--- src/rtl/sliced_sub_pkg.sv ---
// Shared types and constants for the 4-bit-per-cycle sliced subtractor.
// Optional signed-overflow output is enabled by defining SUB_OVF_EN.
package sliced_sub_pkg;

    localparam int unsigned SLICE_W = 4;

    typedef enum logic [1:0] {
        IDLE,
        RUN,
        DONE
    } state_e;

    function automatic int unsigned nslice(input int unsigned width);
        return width / SLICE_W;
    endfunction

endpackage

--- src/rtl/sub4_slice.sv ---
// Combinational 4-bit slice computing a + ~b + cin from a chain of full-adder cells.
module sub4_slice
    import sliced_sub_pkg::*;
(
    input  logic [SLICE_W-1:0] a,
    input  logic [SLICE_W-1:0] b,
    input  logic               cin,
    output logic [SLICE_W-1:0] s,
    output logic               cout
);

    logic [SLICE_W-1:0] nb;
    logic [SLICE_W:0]   c;

    assign nb   = ~b;
    assign c[0] = cin;

    for (genvar i = 0; i < SLICE_W; i++) begin : g_fa
        assign s[i]   = a[i] ^ nb[i] ^ c[i];
        assign c[i+1] = (a[i] & nb[i]) | (c[i] & (a[i] ^ nb[i]));
    end

    assign cout = c[SLICE_W];

endmodule

--- src/rtl/sliced_subtractor.sv ---
// Multi-cycle a - b, one 4-bit slice per clock LSB first, with start/done handshake.
// Define SUB_OVF_EN to add the signed-overflow output ovf.
module sliced_subtractor
    import sliced_sub_pkg::*;
#(
    parameter int unsigned WIDTH = 16
) (
    input  logic             clk,
    input  logic             rst_n,
    input  logic             start,
    input  logic [WIDTH-1:0] a,
    input  logic [WIDTH-1:0] b,
    output logic             busy,
    output logic             done,
    output logic [WIDTH-1:0] diff,
    output logic             borrow_out
`ifdef SUB_OVF_EN
    ,
    output logic             ovf
`endif
);

    localparam int unsigned NSLICE = nslice(WIDTH);
    localparam int unsigned CNT_W  = (NSLICE > 1) ? $clog2(NSLICE) : 1;
    localparam int unsigned SH_W   = CNT_W + 2;
    localparam logic [CNT_W-1:0] LAST = CNT_W'(NSLICE - 1);

    state_e             state_q, state_d;
    logic [WIDTH-1:0]   a_q, a_d, b_q, b_d;
    logic [WIDTH-1:0]   diff_q, diff_d;
    logic [CNT_W-1:0]   cnt_q, cnt_d;
    logic               carry_q, carry_d;
    logic               busy_q, busy_d;
    logic               done_q, done_d;
    logic               borrow_q, borrow_d;
`ifdef SUB_OVF_EN
    logic               ovf_q, ovf_d;
`endif

    logic [SH_W-1:0]    sh_amt;
    logic [SLICE_W-1:0] a_sl, b_sl, s;
    logic               cout;
    logic               accept;

    // Single slice adder fed from the operand slice selected by the counter
    assign sh_amt = {cnt_q, 2'b00};
    assign a_sl   = SLICE_W'(a_q >> sh_amt);
    assign b_sl   = SLICE_W'(b_q >> sh_amt);

    sub4_slice u_slice (
        .a    (a_sl),
        .b    (b_sl),
        .cin  (carry_q),
        .s    (s),
        .cout (cout)
    );

    assign accept = start && (state_q != RUN);

    always_comb begin
        state_d  = state_q;
        a_d      = a_q;
        b_d      = b_q;
        diff_d   = diff_q;
        cnt_d    = cnt_q;
        carry_d  = carry_q;
        busy_d   = busy_q;
        done_d   = 1'b0;
        borrow_d = borrow_q;
`ifdef SUB_OVF_EN
        ovf_d    = ovf_q;
`endif

        case (state_q)
            RUN: begin
                diff_d[sh_amt +: SLICE_W] = s;
                carry_d = cout;
                if (cnt_q == LAST) begin
                    borrow_d = ~cout;
`ifdef SUB_OVF_EN
                    ovf_d = (a_q[WIDTH-1] != b_q[WIDTH-1]) && (s[SLICE_W-1] != a_q[WIDTH-1]);
`endif
                    state_d = DONE;
                    done_d  = 1'b1;
                    busy_d  = 1'b0;
                end else begin
                    cnt_d = cnt_q + CNT_W'(1);
                end
            end
            default: state_d = IDLE;
        endcase

        // A start in IDLE or DONE launches a new operation and clears the old result
        if (accept) begin
            state_d  = RUN;
            a_d      = a;
            b_d      = b;
            cnt_d    = '0;
            carry_d  = 1'b1;
            busy_d   = 1'b1;
            diff_d   = '0;
            borrow_d = 1'b0;
`ifdef SUB_OVF_EN
            ovf_d    = 1'b0;
`endif
        end
    end

    always_ff @(posedge clk or negedge rst_n) begin
        if (!rst_n) begin
            state_q  <= IDLE;
            a_q      <= '0;
            b_q      <= '0;
            diff_q   <= '0;
            cnt_q    <= '0;
            carry_q  <= 1'b1;
            busy_q   <= 1'b0;
            done_q   <= 1'b0;
            borrow_q <= 1'b0;
`ifdef SUB_OVF_EN
            ovf_q    <= 1'b0;
`endif
        end else begin
            state_q  <= state_d;
            a_q      <= a_d;
            b_q      <= b_d;
            diff_q   <= diff_d;
            cnt_q    <= cnt_d;
            carry_q  <= carry_d;
            busy_q   <= busy_d;
            done_q   <= done_d;
            borrow_q <= borrow_d;
`ifdef SUB_OVF_EN
            ovf_q    <= ovf_d;
`endif
        end
    end

    assign busy       = busy_q;
    assign done       = done_q;
    assign diff       = diff_q;
    assign borrow_out = borrow_q;
`ifdef SUB_OVF_EN
    assign ovf        = ovf_q;
`endif

endmodule

--- config.mk ---
export PLATFORM = sky130hd
export DESIGN_NAME = sliced_subtractor
export DESIGN_NICKNAME = d
export VERILOG_FILES = /design/src/rtl/sliced_sub_pkg.sv /design/src/rtl/sub4_slice.sv /design/src/rtl/sliced_subtractor.sv
export SDC_FILE = /design/constraint.sdc
export NUM_CORES = 1
export LEC_CHECK = 0
export CORE_MARGIN = 1.5
export CORE_UTILIZATION = 60
export CTS_CLUSTER_DIAMETER = 200
export DETAILED_ROUTE_END_ITERATION = 10
export DONT_BUFFER_PORTS = 1
export PLACE_DENSITY = 0.74
export SYNTH_ARGS = -nofsm -noshare
export SYNTH_HDL_FRONTEND = slang
export SYNTH_SLANG_ARGS = --single-unit
--- constraint.sdc ---
create_clock -name clk -period 5.6 [get_ports clk]
set_input_delay 0.56 -clock clk [delete_from_list [all_inputs] [get_ports clk]]
set_output_delay 0.56 -clock clk [all_outputs]
set_load 0.03 [all_outputs]
==> qor.csv, run 1 <==
stage,metric,value,unit
drt,drtIter0Drc,71,
sta,slew_headroom,0.5138,
drt,num_vias,1362,
clocking,clk_latency,310,ps
power,vdd_drop_max,392.6,uV
critical_path,worst_setup_path_end_kind,flop,
sta,tns,0,ps
critical_path,crit_slowest_cell,dfrtp_1,
drt,dr.pass1.iters,4,
sta,tightest_slew,726.7,ps
finish,area_growth_syn_to_layout,5.497,%
logic_synthesis,synthTopCellsByArea,"dfrtp_1 55%, mux2_1 13%, mux4_2 7.2%, a22o_1 3.5%, fa_1 3.2%",
finish,regArea,0.001403,mm2
sta,fin_crit_sh,0.5803,
logic_synthesis,ys_seq_elements,56,
drt,routed_via_density,6.248,
floorplanning,dieArea,0.004569,mm2
floorplanning,core,0.004000,mm2
sta,rsz0062_at_grt,no,
drt,drc,0,
logic_synthesis,ys_top_cells_by_count,"55 x dfrtp_1, 29 x mux2_1, 11 x inv_1",
finish,antennaDiodeCount,0,
drt,wl,4432,um
power,cellPowerDensity,701.3,mW/mm2
power,p_leak,1.187,nW
floorplanning,initial_utilization,0.6259,
global_routing,grt_pass1_vias,1465,
floorplanning,fp.dieW,67.60,um
critical_path,cp_max_fo,15,
finish,drive_gt1_frac,0.1429,
clocking,clock_sinks,56,
floorplanning,io_pins,54,
sta,skew,9.984,ps
drt,antenna_left,0,
outcome,outcome,finished clean,
clocking,htree_num_levels,2,
global_routing,grt_pass1_wl,7258,um
placed_design,port_buffers,0,
global_routing,grt_use_total,0.2255,
finish,n_fill_cell,290,
critical_path,cp_common_cell,fa_1,
logic_synthesis,synth_edf_count,0,
job,maxCapViolCount,0,
floorplanning,rows,23,
global_routing,grt_max_degree,56,
global_routing,grt_antenna_before_repair,0,
finish,nets,210,
drt,routedWlPerCell,20.33,um
power,p_total,1.852,mW
sta,slew_viol_final,0,
logic_synthesis,yosys_warnings,0,
logic_synthesis,yosysSeqAreaShare,0.5602,
logic_synthesis,dominantRegCellSynth,dfrtp_1,
clocking,clk_pin_slew,90,ps
worst_hold_path,hp-class,primary input to asynchronous set/reset pin,
logic_synthesis,synth_cell_types,28,
critical_path,cp.arrival,3480,ps
sta,clock.fmax,307.7,MHz
sta,hold_slack,81.46,ps
clocking,cts_buffers,5,
clocking,cts_buffer_depth,2,
critical_path,cpLargestDelayFamily,adder cells,
critical_path,required,5830,ps
sta,layout_min_cycle_time,3250,ps
sta,finalSetupViolations,0,
critical_path,reg2reg_setup_slack,2350,ps
critical_path,crit_type,flop to flop,
logic_synthesis,synthCells,166,
finish,multi_input_area,0.001017,mm2
global_routing,overflow,0,
placed_design,place.gp.congestion,0.7691,
critical_path,crit_buf_inv,3,
logic_synthesis,async_flop_share,1.000,
placed_design,hpwlAfterDp,3221,um
clocking,cts_resized,0,
critical_path,setup.worst_path.start_class,flop,
clocking,cts_tree,done,
sta,hold_viol,0,
logic_synthesis,netlist.area_leader.share,0.5497,
floorplanning,die_h,67.60,um
critical_path,cpPeakStageDelay,830,ps
logic_synthesis,syn_area_per_cell,15.08,um2
clocking,cts_setup_buffers,0,
clocking,clockRootBuffer,clkbuf_8,
logic_synthesis,synth.most_common_cell,dfrtp_1,
logic_synthesis,synthesis.nets,209,
logic_synthesis,synth_area,0.002504,mm2
critical_path,path_cells,"mux4_2, fa_1, inv_1, fa_1, inv_1, fa_1, inv_1, fa_1, o2bb2ai_1",
logic_synthesis,synth_top_area_cell,dfrtp_1,
## layout by cell type, fill, tap and decap left out, types with 3 or more instances in the layout
master	netlist	final
fa_1	4	4
inv_1	11	11
mux2i_1	3	3
nor2_1	3	3
clkbuf_8	0	6
o21ai_0	3	3
o2bb2ai_1	8	8
dfrtp_1	55	55
mux4_2	8	8
a22o_1	10	10
mux2_2	4	4
mux2_1	29	29
and3b_1	3	3
ha_1	4	4
## path summary, 6_finish.rpt
kind	cells after the start	start	to
worst max register to register	9	cnt_q[0]	diff[15]
worst max-delay path	9	cnt_q[0]	diff[15]
min in group clk	1	a[2]	a_q[2]
max in group asynchronous	1	rst_n	a_q[3]
worst min register to register	1	b_q[0]	b_q[0]
worst min-delay path	0	rst_n	carry_q
## stage by stage
step,setup WS (ps),utilization,instance area (um2),std cells
CTS,2318,0.6603,2641,218
finish,2350,0.6603,2641,218
detailed placement,2340,0.6309,2524,209
global route,2099,0.6603,2641,218
floorplan,2724,-,2504,166
global placement,2413,0.6309,2524,209
## power breakdown
group          switching, mW  total, mW  internal, mW
clock network          0.119      0.220         0.101
logic                  0.413      0.806         0.392
registers              0.237      0.827         0.590
total                  0.769       1.85          1.08
## worst register-to-register path, cell delays in order, from the launching register on
cell and delay (ps):
dfrtp_1 830, mux4_2 610, fa_1 390, inv_1 80, fa_1 150, inv_1 50
fa_1 350, inv_1 80, fa_1 480, o2bb2ai_1 170
## state kept, by name (all words and copies together) (netlist names)
| name | count |
|---|---|
| busy | 1 |
| carry_q | 1 |
| diff | 16 |
| a_q | 16 |
| state_q | 2 |
| b_q | 16 |
| done | 1 |
| borrow_out | 1 |
| cnt_q | 2 |
## logic make-up after synthesis
logic type / after synthesis / synth area share
buffers and inverters: 18 / 0.03348
DFF: 56 / 0.5602
muxes: 44 / 0.2324
AOI/OAI and AO/OA: 23 / 0.07546
and+or+nand+nor: 17 / 0.04648
adders and majority gates: 8 / 0.05198
## routing by layer
metal  vias to the layer above  GRT usage  wire (um)
met5                         -          0          0
met4                         0    0.07398         42
met3                         6     0.1017        372
met2                        53     0.3554       2248
met1                       693     0.2771       1769
li1                        610          -          -
## what timing repair did
item / 4_1_cts / 5_1_grt
hold buffers: 1 / 0
endpoints found under the setup margin: 0 / 0
endpoints found under the hold margin: 55 / 0
## layout make-up
type                            instances  share of cell area
Sequential cell                        56              0.5310
Multi-Input combinational cell         92              0.3851
Clock buffer                            8             0.03411
Tap cell                               50             0.02369
Inverter                               11             0.01563
Timing Repair Buffer                    1             0.01042
(Power assumes the default switching activity.)
==> run 2, diff against run 1 <==
--- a/config.mk
+++ b/config.mk
@@ -6,11 +6,11 @@
 export NUM_CORES = 1
 export LEC_CHECK = 0
 export CORE_MARGIN = 1.5
-export CORE_UTILIZATION = 60
+export CORE_UTILIZATION = 56
 export CTS_CLUSTER_DIAMETER = 200
 export DETAILED_ROUTE_END_ITERATION = 10
 export DONT_BUFFER_PORTS = 1
-export PLACE_DENSITY = 0.74
+export PLACE_DENSITY = 0.72
 export SYNTH_ARGS = -nofsm -noshare
 export SYNTH_HDL_FRONTEND = slang
 export SYNTH_SLANG_ARGS = --single-unit
==> constraint.sdc (replaced) <==
create_clock -name clk -period 2.9 [get_ports clk]
set_input_delay 0.29 -clock clk [delete_from_list [all_inputs] [get_ports clk]]
set_output_delay 0.29 -clock clk [all_outputs]
set_load 0.03 [all_outputs]
==> run 2 against run 1 <==
Compared with the run above:
- wire length is 1.9% lower
- clock power increased by 77%
- via count increased by 0.37%
- critical path type unchanged
- largest cell class unchanged
- sequential share of layout area decreased by 1.6 points
- die area is 6.8% higher
- flip-flop and latch count unchanged
- utilization down 3.0 points
- highest routed layer unchanged
- clock skew fell by 7.5 ps
- worst setup slack worse by 2200 ps
- final cell count up 5.0%
- non-clock buffer count increased by 10
- power increased by 98%
==> qor.csv, run 2 (synthesis results as in run 1) <==
stage,metric,value,unit
outcome,outcome,finished clean,
sta,hold_viol,0,
critical_path,r2r_end,diff[3],
critical_path,rr_startpoint,cnt_q[0],
sta,fin_crit_sh,0.9498,
drt,drc,0,
global_routing,grt_antenna_before_repair,0,
global_routing,grt_pass1_wl,7162,um
worst_hold_path,hp-class,primary input to flop,
sta,slew_viol_final,0,
power,vdd_drop_max,606.1,uV
finish,multi_input_area,0.001020,mm2
power,cellPowerDensity,1346,mW/mm2
drt,num_vias,1367,
clocking,cts_buffer_depth,2,
critical_path,cp.arrival,2980,ps
sta,skew,2.529,ps
drt,dr.max_layer_used,met4,
sta,setup_ws,145.7,ps
sta,clock.fmax,363.1,MHz
clocking,cts_buffers,5,
critical_path,required,3130,ps
placed_design,dp_worst_setup_slack,136.4,ps
sta,rsz0062_at_grt,yes,
drt,routedWlPerCell,18.98,um
placed_design,place.gp.congestion,0.8088,
clocking,clk_latency,300,ps
clocking,cts_tree,done,
drt,drtIter0Drc,68,
finish,regArea,0.001403,mm2
floorplanning,rows,24,
placed_design,port_buffers,0,
critical_path,setup.worst_path.start_class,flop,
finish,area_growth_syn_to_layout,8.796,%
critical_path,crit_type,flop to flop,
worst_hold_path,hold_path.startpoint,a[3],
job,maxCapViolCount,0,
finish,layout_common_cells,"55 x dfrtp_1, 29 x mux2_1, 11 x inv_1",
floorplanning,die_h,69.87,um
sta,slew_headroom,0.4992,
critical_path,crit_start,cnt_q[0],
finish,antennaDiodeCount,0,
critical_path,ff2ff_path_depth,9,
drt,wl_met2,2095,um
clocking,clock_sinks,56,
power,p_leak,1.234,nW
global_routing,grt_use_total,0.1934,
finish,drive_gt1_frac,0.1921,
clocking,clk_pin_slew,90,ps
critical_path,reg2reg_setup_slack,150,ps
drt,wl_met1,1913,um
critical_path,cp_max_fo,4,
clocking,clockRootBuffer,clkbuf_8,
drt,wl,4346,um
finish,nets,220,
clocking,htree_num_levels,2,
drt,wl_met3,255,um
critical_path,crit_end,diff[3],
floorplanning,core,0.004324,mm2
drt,dr.pass1.iters,4,
global_routing,grt_max_degree,57,
finish,n_fill_cell,337,
global_routing,grt_pass1_vias,1432,
placed_design,hpwlAfterDp,3115,um
sta,tightest_slew,748.5,ps
floorplanning,dieArea,0.004881,mm2
global_routing,overflow,0,
drt,antenna_left,0,
drt,routed_via_density,5.969,
sta,hold_slack,109.9,ps
sta,finalSetupViolations,0,
floorplanning,fp.dieW,69.87,um
floorplanning,initial_utilization,0.5790,
floorplanning,io_pins,54,
critical_path,worst_setup_path_end_kind,flop,
finish,final_common_cell,dfrtp_1,
sta,layout_min_cycle_time,2754,ps
[run 2: worst max-delay path, cell delays in order, from the launching register on]
cell	delay [ps]
dfrtp_1	420
mux4_2	540
fa_1	400
inv_1	70
fa_1	160
inv_1	50
fa_1	340
inv_1	80
fa_2	470
o2bb2ai_1	150
[run 2: worst min path at each step]
stage               cells after the start  slack [ps]        to
global route                            1          90    b_q[2]
CTS                                     1         100    a_q[3]
global placement                        0          -4  diff[14]
detailed placement                      0          -4  diff[14]
finish                                  1         110    a_q[3]
floorplan                               0          -6    a_q[0]
[run 2: layout make-up]
cell class / instances / area share
timing repair buffer: 11 / 0.04318
sequential: 56 / 0.5149
tap: 52 / 0.02389
multi-input combinational: 92 / 0.3744
inverter: 11 / 0.01516
clock inverter: 1 / 0.001837
clock buffer: 6 / 0.02664
[run 2: layer usage]
metal | up-vias | track usage
li1 | 629 | -
met1 | 690 | 0.2492
met2 | 40 | 0.2995
met3 | 8 | 0.07359
met4 | 0 | 0.07479
met5 | - | 0
[run 2: what timing repair did]
item | 4_1_cts | 5_1_grt
setup endpoints to repair | 0 | 4
endpoints found under the hold margin | 56 | 0
hold buffers | 2 | 0
setup buffers | 0 | 7
gates resized for setup | 0 | 1
[run 2: report_power, final]
group	total, mW	internal [mW]	switching, mW
registers	1.54	1.14	0.401
clock network	0.390	0.165	0.225
logic	1.73	0.865	0.869
[run 2: per-stage QoR]
| stage | std cells | instance area, um2 | util | setup TNS, ps | power (mW) |
|---|---|---|---|---|---|
| 2_1_floorplan | 166 | 2504 | - | 0 | 2.751 |
| 3_3_place_gp | 213 | 2554 | 0.5906 | 0 | 3.126 |
| 3_5_place_dp | 213 | 2554 | 0.5906 | 0 | 3.198 |
| 4_1_cts | 222 | 2669 | 0.6172 | 0 | 3.611 |
| 5_1_grt | 229 | 2724 | 0.6299 | -42.29 | 3.948 |
| 6_report | 229 | 2724 | 0.6299 | 0 | 3.666 |
